===== config.mk =====
export PLATFORM = sky130hd
export DESIGN_NAME = tpx3_burst_arbiter
export DESIGN_NICKNAME = d
export VERILOG_FILES = /design/src/rtl/tpx3_burst_arbiter.sv
export SDC_FILE = /design/constraint.sdc
export NUM_CORES = 1
export LEC_CHECK = 0
export CORE_AREA = 2 2 182 184
export CTS_CLUSTER_DIAMETER = 40
export DETAILED_ROUTE_END_ITERATION = 10
export DIE_AREA = 0 0 184 186
export PLACE_DENSITY = 0.59
export SLEW_MARGIN = 0
export SYNTH_ARGS = -nofsm -noshare
export SYNTH_HDL_FRONTEND = slang
export SYNTH_SLANG_ARGS = --single-unit

===== constraint.sdc =====
create_clock -name BUS_CLK -period 4.8 [get_ports BUS_CLK]
set_input_delay 0.48 -clock BUS_CLK [delete_from_list [all_inputs] [get_ports BUS_CLK]]
set_output_delay 0.48 -clock BUS_CLK [all_outputs]
set_load 0.01 [all_outputs]

===== src/rtl/tpx3_burst_arbiter.sv =====
// tpx3_burst_arbiter: merges CH_NO first-word-fall-through channel FIFOs into one word
// stream. Round-robin grants, each holding for up to BURST_LEN words, with a per-channel
// enable mask and a running count of transferred words.
module tpx3_burst_arbiter #(
   parameter int CH_NO      = 11,
   parameter int DATA_WIDTH = 32,
   parameter int MAX_BURST  = 16,
   parameter int BL_W       = 5
) (
   input  logic                        BUS_CLK,
   input  logic                        BUS_RST_N,
   input  logic [CH_NO-1:0]            CH_EMPTY,
   input  logic [CH_NO*DATA_WIDTH-1:0] CH_DATA,
   output logic [CH_NO-1:0]            CH_READ,
   input  logic [CH_NO-1:0]            CH_MASK,
   input  logic [BL_W-1:0]             BURST_LEN,
   input  logic                        OUT_READY,
   output logic                        OUT_WRITE,
   output logic [DATA_WIDTH-1:0]       OUT_DATA,
   output logic [4:0]                  GRANT_IDX,
   output logic                        BUSY,
   output logic [31:0]                 WORD_CNT
);

   localparam logic [BL_W-1:0] BL_ONE = {{(BL_W-1){1'b0}}, 1'b1};

   typedef enum logic {ST_IDLE = 1'b0, ST_BURST = 1'b1} state_t;

   state_t                state_r, state_s;
   logic [4:0]            ptr_r, ptr_s;
   logic [4:0]            grant_r, grant_s;
   logic [BL_W-1:0]       count_r, count_s;
   logic [31:0]           word_cnt_r;
   logic [BL_W-1:0]       eff_len_s;
   logic [CH_NO-1:0]      req_s;
   logic [CH_NO-1:0]      req_rot_s;
   logic                  any_req_s;
   logic [5:0]            sum_s;
   logic [4:0]            pick_s;
   logic [CH_NO-1:0]      grant_oh_s;
   logic                  g_empty_s;
   logic                  g_mask_s;
   logic [DATA_WIDTH-1:0] g_data_s;
   logic                  xfer_s;
   logic                  last_s;
   logic [4:0]            next_ptr_s;

   assign req_s = ~CH_EMPTY & CH_MASK;

   // Effective burst length: 0 behaves as 1, anything above MAX_BURST is clamped.
   always_comb begin
      if (BURST_LEN == {BL_W{1'b0}}) begin
         eff_len_s = BL_ONE;
      end else if (BURST_LEN > BL_W'(MAX_BURST)) begin
         eff_len_s = BL_W'(MAX_BURST);
      end else begin
         eff_len_s = BURST_LEN;
      end
   end

   // Round-robin search: first requester at or after PTR, wrapping past the last channel.
   always_comb begin
      req_rot_s = CH_NO'({req_s, req_s} >> ptr_r);
      any_req_s = 1'b0;
      sum_s     = 6'd0;
      for (int i = 0; i < CH_NO; i++) begin
         if (req_rot_s[i] && !any_req_s) begin
            any_req_s = 1'b1;
            sum_s     = {1'b0, ptr_r} + 6'(i);
         end else begin
            any_req_s = any_req_s;
         end
      end
      pick_s = (sum_s >= 6'(CH_NO)) ? 5'(sum_s - 6'(CH_NO)) : sum_s[4:0];
   end

   // Granted-channel selection: one-hot decode plus AND-OR mux of status and data.
   always_comb begin
      grant_oh_s = {CH_NO{1'b0}};
      g_empty_s  = 1'b0;
      g_mask_s   = 1'b0;
      g_data_s   = {DATA_WIDTH{1'b0}};
      for (int ch = 0; ch < CH_NO; ch++) begin
         grant_oh_s[ch] = (grant_r == 5'(ch));
         g_empty_s      = g_empty_s | (grant_oh_s[ch] & CH_EMPTY[ch]);
         g_mask_s       = g_mask_s  | (grant_oh_s[ch] & CH_MASK[ch]);
         g_data_s       = g_data_s  | ({DATA_WIDTH{grant_oh_s[ch]}} &
                                       CH_DATA[ch*DATA_WIDTH +: DATA_WIDTH]);
      end
   end

   assign xfer_s     = (state_r == ST_BURST) & OUT_READY & ~g_empty_s & g_mask_s;
   assign last_s     = (count_r == (eff_len_s - BL_ONE));
   assign next_ptr_s = (grant_r == 5'(CH_NO-1)) ? 5'd0 : (grant_r + 5'd1);

   // Next state: arbitrate in IDLE; in BURST count words and leave on last word, empty or mask drop.
   always_comb begin
      state_s = state_r;
      ptr_s   = ptr_r;
      grant_s = grant_r;
      count_s = count_r;
      case (state_r)
         ST_IDLE: begin
            if (any_req_s) begin
               state_s = ST_BURST;
               grant_s = pick_s;
               count_s = {BL_W{1'b0}};
            end else begin
               state_s = ST_IDLE;
            end
         end
         ST_BURST: begin
            if (xfer_s) begin
               count_s = count_r + BL_ONE;
               if (last_s) begin
                  state_s = ST_IDLE;
                  ptr_s   = next_ptr_s;
               end else begin
                  state_s = ST_BURST;
               end
            end else if (g_empty_s || !g_mask_s) begin
               state_s = ST_IDLE;
               ptr_s   = next_ptr_s;
            end else begin
               state_s = ST_BURST;
            end
         end
         default: begin
            state_s = ST_IDLE;
         end
      endcase
   end

   // State, pointer, grant and burst-count registers.
   always_ff @(posedge BUS_CLK or negedge BUS_RST_N) begin
      if (!BUS_RST_N) begin
         state_r <= ST_IDLE;
         ptr_r   <= 5'd0;
         grant_r <= 5'd0;
         count_r <= {BL_W{1'b0}};
      end else begin
         state_r <= state_s;
         ptr_r   <= ptr_s;
         grant_r <= grant_s;
         count_r <= count_s;
      end
   end

   // Total transferred-word counter, wraps naturally at 2^32.
   always_ff @(posedge BUS_CLK or negedge BUS_RST_N) begin
      if (!BUS_RST_N) begin
         word_cnt_r <= 32'd0;
      end else if (xfer_s) begin
         word_cnt_r <= word_cnt_r + 32'd1;
      end else begin
         word_cnt_r <= word_cnt_r;
      end
   end

   assign BUSY      = (state_r == ST_BURST);
   assign GRANT_IDX = grant_r;
   assign WORD_CNT  = word_cnt_r;
   assign OUT_WRITE = xfer_s;
   assign CH_READ   = grant_oh_s & {CH_NO{xfer_s}};
   assign OUT_DATA  = BUSY ? g_data_s : {DATA_WIDTH{1'b0}};

endmodule


==> flow_summary.yaml <==
status:
  outcome: "finished clean"
critical_path:
  crit_type: "primary input to flop"
  crit_required_ps: 4940
  r2r_slack_ps: 420
  crit_arrival_ps: 4520
  crit_path_end_kind: "flop"
  start_kind: "primary input"
  crit_path_max_fanout: 10
finish:
  nets: 1686
  layout_commonest_cell: "clkdlybuf4s50_1"
  area_growth_pct: 78.16
  fill_cells: 3258
  post_route_cells_drive_above_1_share: 0.08716
  design_area_um2: 12390
  final_cell_mix: "clkdlybuf4s50_1 (462), nand2_1 (61), a221oi_1 (48)"
  stdcell_count: 1703
power:
  netSwitchingFraction: 0.5379
  power_frac_comb: 0.833
  p_int_mw: 3.079
  p_clk_frac: 0.071
  p_leak_nw: 4.453
  pwr-share-seq: 0.097
  powerDensity_nw_per_um2: 537.7
  ir_drop_mv: 0.2679
  switchingPower_mw: 3.584
die:
  die_x_um: 184
  row_count: 66
  die_h_um: 186
  coreArea_um2: 32210
  io_pins: 464
  initial_core_util: 0.2160
  die-area_um2: 34220
detailed_routing:
  post-route-drc-count: 0
  drt-total-wl_mm: 51.62
  ant_nets: 0
  drt_iter0_drc: 1074
  vias_per_cell: 5.853
  vias: 9968
  post_drt_wl_per_cell_um: 30.31
  firstDrtPassIters: 6
timing:
  rsz0062_at_grt: "false"
  max_freq_mhz: 228.2
  finalCritPeriodShare: 0.9128
  period_needed_ps: 4382
  setup-violations-final: 0
  final.setup.tns_ps: 0
  slew_headroom: 0.3251
  slew_violations: 0
  fin_skew_ps: 5.076
  hold_viol: 0
  tightestPinTransition_ps: 1008
  holdWs_ps: 276.8
hold_path:
  min_path_type: "primary input to asynchronous set/reset pin"
flow_run:
  drv_cap: 0
cts:
  cts_root_buffer: "clkbuf_16"
  cts_sinks: 48
  cts_buffers: 5
  path_clk_slew_ps: 70
  cts_buffer_depth: 2
  htree_levels: 2
  clk_latency_ps: 300
  cts_hold_buf: 0
  tritoncts: "done"
placement:
  port_buffers: 463
  place.gp.congestion: 0.9760
  dpl_cell_area_um2: 12170
  placedCellCount: 1685
  hpwlAfterDp_mm: 42.88
yosys:
  synth_warnings: 0
  ys.flop_type: "dfrtp_1"
  syn_area_um2: 6955
  ys_top_cells_by_area: "dfrtp_1 (17%), a221oi_1 (6.0%), a22o_1 (5.9%)"
  syn-num-nets: 1242
  avgSynthCellArea_um2: 8.280
  yosys.area.top_type_share: 0.1727
  async_flop_share: 1.000
  synth_top_area_cell: "dfrtp_1"
  synth_edf_count: 0
  ys_seq_area_frac: 0.1727
  synth-seq-cells: 48
  syn_inst: 840
  ys_types: 99
global_route:
  grt_pass1_wl_mm: 70.48
  antenna_found_initial: 17
  grtUsageTotal: 0.2862
  overflow: 0
  first_global_vias: 9323
  grt_start_max_net_pins: 49
## worst max-delay path: stages
cell	delay (ps)
clkdlybuf4s50_1	500
nor4b_2	510
nor4_4	120
mux4_2	540
o21ai_4	300
nand3b_4	260
a211oi_2	40
or4b_1	550
a32oi_1	270
inv_1	90
ha_1	220
inv_1	90
a31oi_1	150
o31ai_1	280
o22ai_1	110
## cells by family (layout without fill, tap and decap cells)
kind of cell | Yosys count | in the layout | share of synthesized area
compound gates | 333 | 333 | 0.3832
xor+xnor | 51 | 51 | 0.06422
fa+ha+maj | 20 | 20 | 0.03598
buf+inv | 90 | 535 | 0.05397
flops | 48 | 48 | 0.1727
mux | 17 | 17 | 0.03796
other cells | 0 | 10 | 0
simple gates | 281 | 281 | 0.2520
## worst paths after layout
| path | end | startpoint | depth (start not counted) |
|---|---|---|---|
| min in group BUS_CLK | WORD_CNT[31]$_DFFE_PN0P_ | WORD_CNT[31]$_DFFE_PN0P_ | 1 |
| max reg2reg | GRANT_IDX[1]$_DFFE_PN0P_ | ptr_r[0]$_DFFE_PN0P_ | 14 |
| min reg2reg | WORD_CNT[31]$_DFFE_PN0P_ | WORD_CNT[31]$_DFFE_PN0P_ | 1 |
| min | WORD_CNT[10]$_DFFE_PN0P_ | BUS_RST_N | 2 |
| max | GRANT_IDX[1]$_DFFE_PN0P_ | CH_EMPTY[5] | 15 |
| max in group asynchronous | ptr_r[0]$_DFFE_PN0P_ | BUS_RST_N | 2 |
## flip-flops by register name, indices dropped and copies added, names as in the netlist
signal	flops
count_r	5
GRANT_IDX	5
BUSY	1
ptr_r	5
WORD_CNT	32
## what timing repair did
action,in CTS,in global routing
resized for setup,0,1
buffers inserted,0,0
endpoints found under the setup margin,0,4
## synthesized netlist by cell type (all sizes together) (4+ instances only)
master	number
and4bb	4
and4b	7
and4	8
mux2i	5
a31oi	23
xor2	13
ha	20
a222oi	34
nand4	10
o22ai	12
nor4b	7
a211oi	12
nor4bb	10
nand2	62
nor3	18
inv	20
o31ai	9
clkbuf	57
mux2	5
mux4	7
nor3b	4
a221oi	48
a22o	47
nand3	26
nor2b	4
a22oi	44
a21oi	36
dfrtp	48
and2	18
buf	12
nand2b	16
o21ai	19
o211ai	5
xnor2	38
or3	4
nor2	34
or2	4
and3	26
nor4	12
## area by class of cell
type	instances	area [µm²]	share of cell area
tap	408	510.5	0.04120
timing repair buffer	506	4977	0.4017
clock buffer	5	125.1	0.01010
sequential	48	1202	0.09703
antenna	10	25.02	0.002019
clock inverter	3	68.82	0.005553
inverter	21	78.83	0.006361
multi-input combinational	702	5404	0.4361
## per-layer routing
| layer | vias up | GRT usage | wire (µm) | part of all wire |
|---|---|---|---|---|
| li1 | 4356 | - | - | - |
| met1 | 4914 | 0.3883 | 21640 | 0.42 |
| met2 | 613 | 0.4475 | 23280 | 0.45 |
| met3 | 73 | 0.08041 | 5458 | 0.11 |
| met4 | 12 | 0.06208 | 1055 | 0.020 |
| met5 | - | 0.02815 | 187 | 0.0036 |
## through the flow
step,setup WS [ps],power (mW),utilization
final,418.4,6.664,0.3848
after detailed placement,171.2,6.099,0.3779
after global routing,199.9,7.075,0.3846
after CTS,254.1,6.589,0.3840
after floorplan,1008,3.810,-
after global placement,236.0,6.131,0.3779
## power groups by stage
stage,Combinational [mW],Sequential [mW],Clock [mW]
2_1_floorplan,3.23,0.575,0
3_3_place_gp,5.49,0.643,0
3_5_place_dp,5.45,0.646,0
4_1_cts,5.48,0.638,0.476
5_1_grt,5.93,0.657,0.491
6_report,5.55,0.644,0.472
Note: power is estimated with default switching activity, not from simulation.
==> RTL change, RTL diff (same flow settings) <==
Change the parameter `DATA_WIDTH` from 32 to 16.
--- a/src/rtl/tpx3_burst_arbiter.sv
+++ b/src/rtl/tpx3_burst_arbiter.sv
@@ -3,7 +3,7 @@
 // enable mask and a running count of transferred words.
 module tpx3_burst_arbiter #(
    parameter int CH_NO      = 11,
-   parameter int DATA_WIDTH = 32,
+   parameter int DATA_WIDTH = 16,
    parameter int MAX_BURST  = 16,
    parameter int BL_W       = 5
 ) (
Interface: changed (resized CH_DATA and OUT_DATA); port bits go from 464 to 272. The function was not compared with the original's and may differ.
==> RTL change against the original RTL <==
Maximum frequency is 0.84% lower; sequential power is 3.3% higher; synthesized area is 11% lower; sequential cell count stayed put; routed wire length is 42% lower; clock power is 23% lower; cell area is 22% lower; power is 13% lower; setup slack worse by 0.037 ns; largest power group unchanged.
==> RTL change: results (changes against the original RTL) <==
[route]
drtIter0Drc=895  ; -17%
routed_via_density=5.20  ; -11%
firstDrtPassIters=7  ; +1
dr_total_vias=7592  ; -24%
routed_wl_um=30200  ; -42%

[cells_and_area]
nets=1276  ; -24%
num_antenna_cells=0  ; -10
nFillCells=3452  ; +6.0%
drive_gt1_share_pct=10.5  ; +1.8 points

[sta]
max_freq_ghz=0.226  ; -0.84%
fin_worst_skew_ns=0.00606  ; +0.000985 ns
relSlewSlack_pct=30.6  ; -1.9 points

[placed_design]
gp_congestion=0.933  ; -4.4%
placedCellCount=1451  ; -14%
io_buffer_count=271  ; -41%
pre_cts_ws_ns=0.227  ; +0.0554 ns
place_area_mm2=0.00954  ; -22%
dp_hpwl_um=24400  ; -43%

[grt]
grt_max_degree=49  ; unchanged
grtUsageTotal_pct=16.8  ; -12 points
grt_first_pass_wirelength_um=44500  ; -37%
antenna_found_initial=0  ; -17

[synthesis]
synthArstFlopShare_pct=100  ; unchanged
yosys_warnings=0  ; unchanged
yosysSeqAreaShare_pct=19.5  ; +2.2 points
synthCells=772  ; -8.1%
synthTopCellsByCount=nand2_1, nor2_1, dfrtp_1
synth_nets=998  ; -20%
yosys.cell_types.count=95  ; -4.0%
synth.area.top_cells=dfrtp_1, nand2_1, a222oi_1

[setup_path]
worst_path_max_delay_cell=clkdlybuf4s50_1
crit_fanout=17  ; +7
crit_path_end=CH_READ[2]
rrSetupSlack_ns=0.45  ; +0.03 ns
startpoint=GRANT_IDX[0]$_DFFE_PN0P_
rr_startpoint=ptr_r[2]$_DFFE_PN0P_
reg2reg_depth=16  ; +2
critical_path_arrival_ns=3.94  ; -0.58 ns
max_stage_delay_ns=0.74  ; +0.19 ns

[clock_network]
postCtsSetupBuffers=0  ; unchanged

[power]
power.leakage_nw=3.69  ; -17%
power_switching_w=0.00306  ; -15%
irDropWorstVdd_mv=0.332  ; +24%
pg_comb_w=0.00480  ; -14%
seq_power_share_pct=11.4  ; +1.7 points
seq_power_w=0.000665  ; +3.3%

[status]
status=complete, no violations

-- RTL change: cell count changes after synthesis, sizes merged, moves of 19 or more --
cell	unedited run	this run
o21a	1	20
nand2	62	92
and3	26	6
nand3	26	45
a31oi	23	3
a221oi	48	2
a22o	47	3
nor2	34	53
clkbuf	57	33
-- RTL change: how the worst min path moves through the flow --
| stage | to | slack (ns) |
|---|---|---|
| after global routing | WORD_CNT[23]$_DFFE_PN0P_ | 0.35 |
| after CTS | WORD_CNT[23]$_DFFE_PN0P_ | 0.32 |
| final | WORD_CNT[23]$_DFFE_PN0P_ | 0.29 |
| after global placement | WORD_CNT[31]$_DFFE_PN0P_ | 0.47 |
| after detailed placement | WORD_CNT[31]$_DFFE_PN0P_ | 0.46 |
| after floorplan | BUSY$_DFF_PN0_ | 0.18 |
-- RTL change: area by class of cell --
| cell class | count | area [µm²] | area share [%] |
|---|---|---|---|
| flip-flops and latches | 48 | 1200 | 12.4 |
| clock buffers | 6 | 139 | 1.43 |
| inverters | 23 | 91.3 | 0.943 |
| multi-input cells | 650 | 4640 | 47.9 |
| well taps | 408 | 510 | 5.27 |
| repair buffers | 322 | 3090 | 31.9 |
| clock inverters | 2 | 13.8 | 0.142 |
-- RTL change: routing by layer --
metal	wire [µm]	GRT usage, %	share of wire [%]
met4	531	4.10	1.8
met5	0	0	0
met3	1890	2.07	6.3
met2	15400	30.4	51
met1	12300	21.1	41
-- RTL change: kinds of logic after synthesis --
logic type,Yosys count,synth area share [%]
AND/OR/NAND/NOR,315,27.0
AO/OA/AOI/OAI,241,30.7
buffers and inverters,74,5.34
XOR/XNOR,52,7.39
flip-flops,48,19.5
multiplexers,22,5.97
adder cells (fa/ha/maj),20,4.06
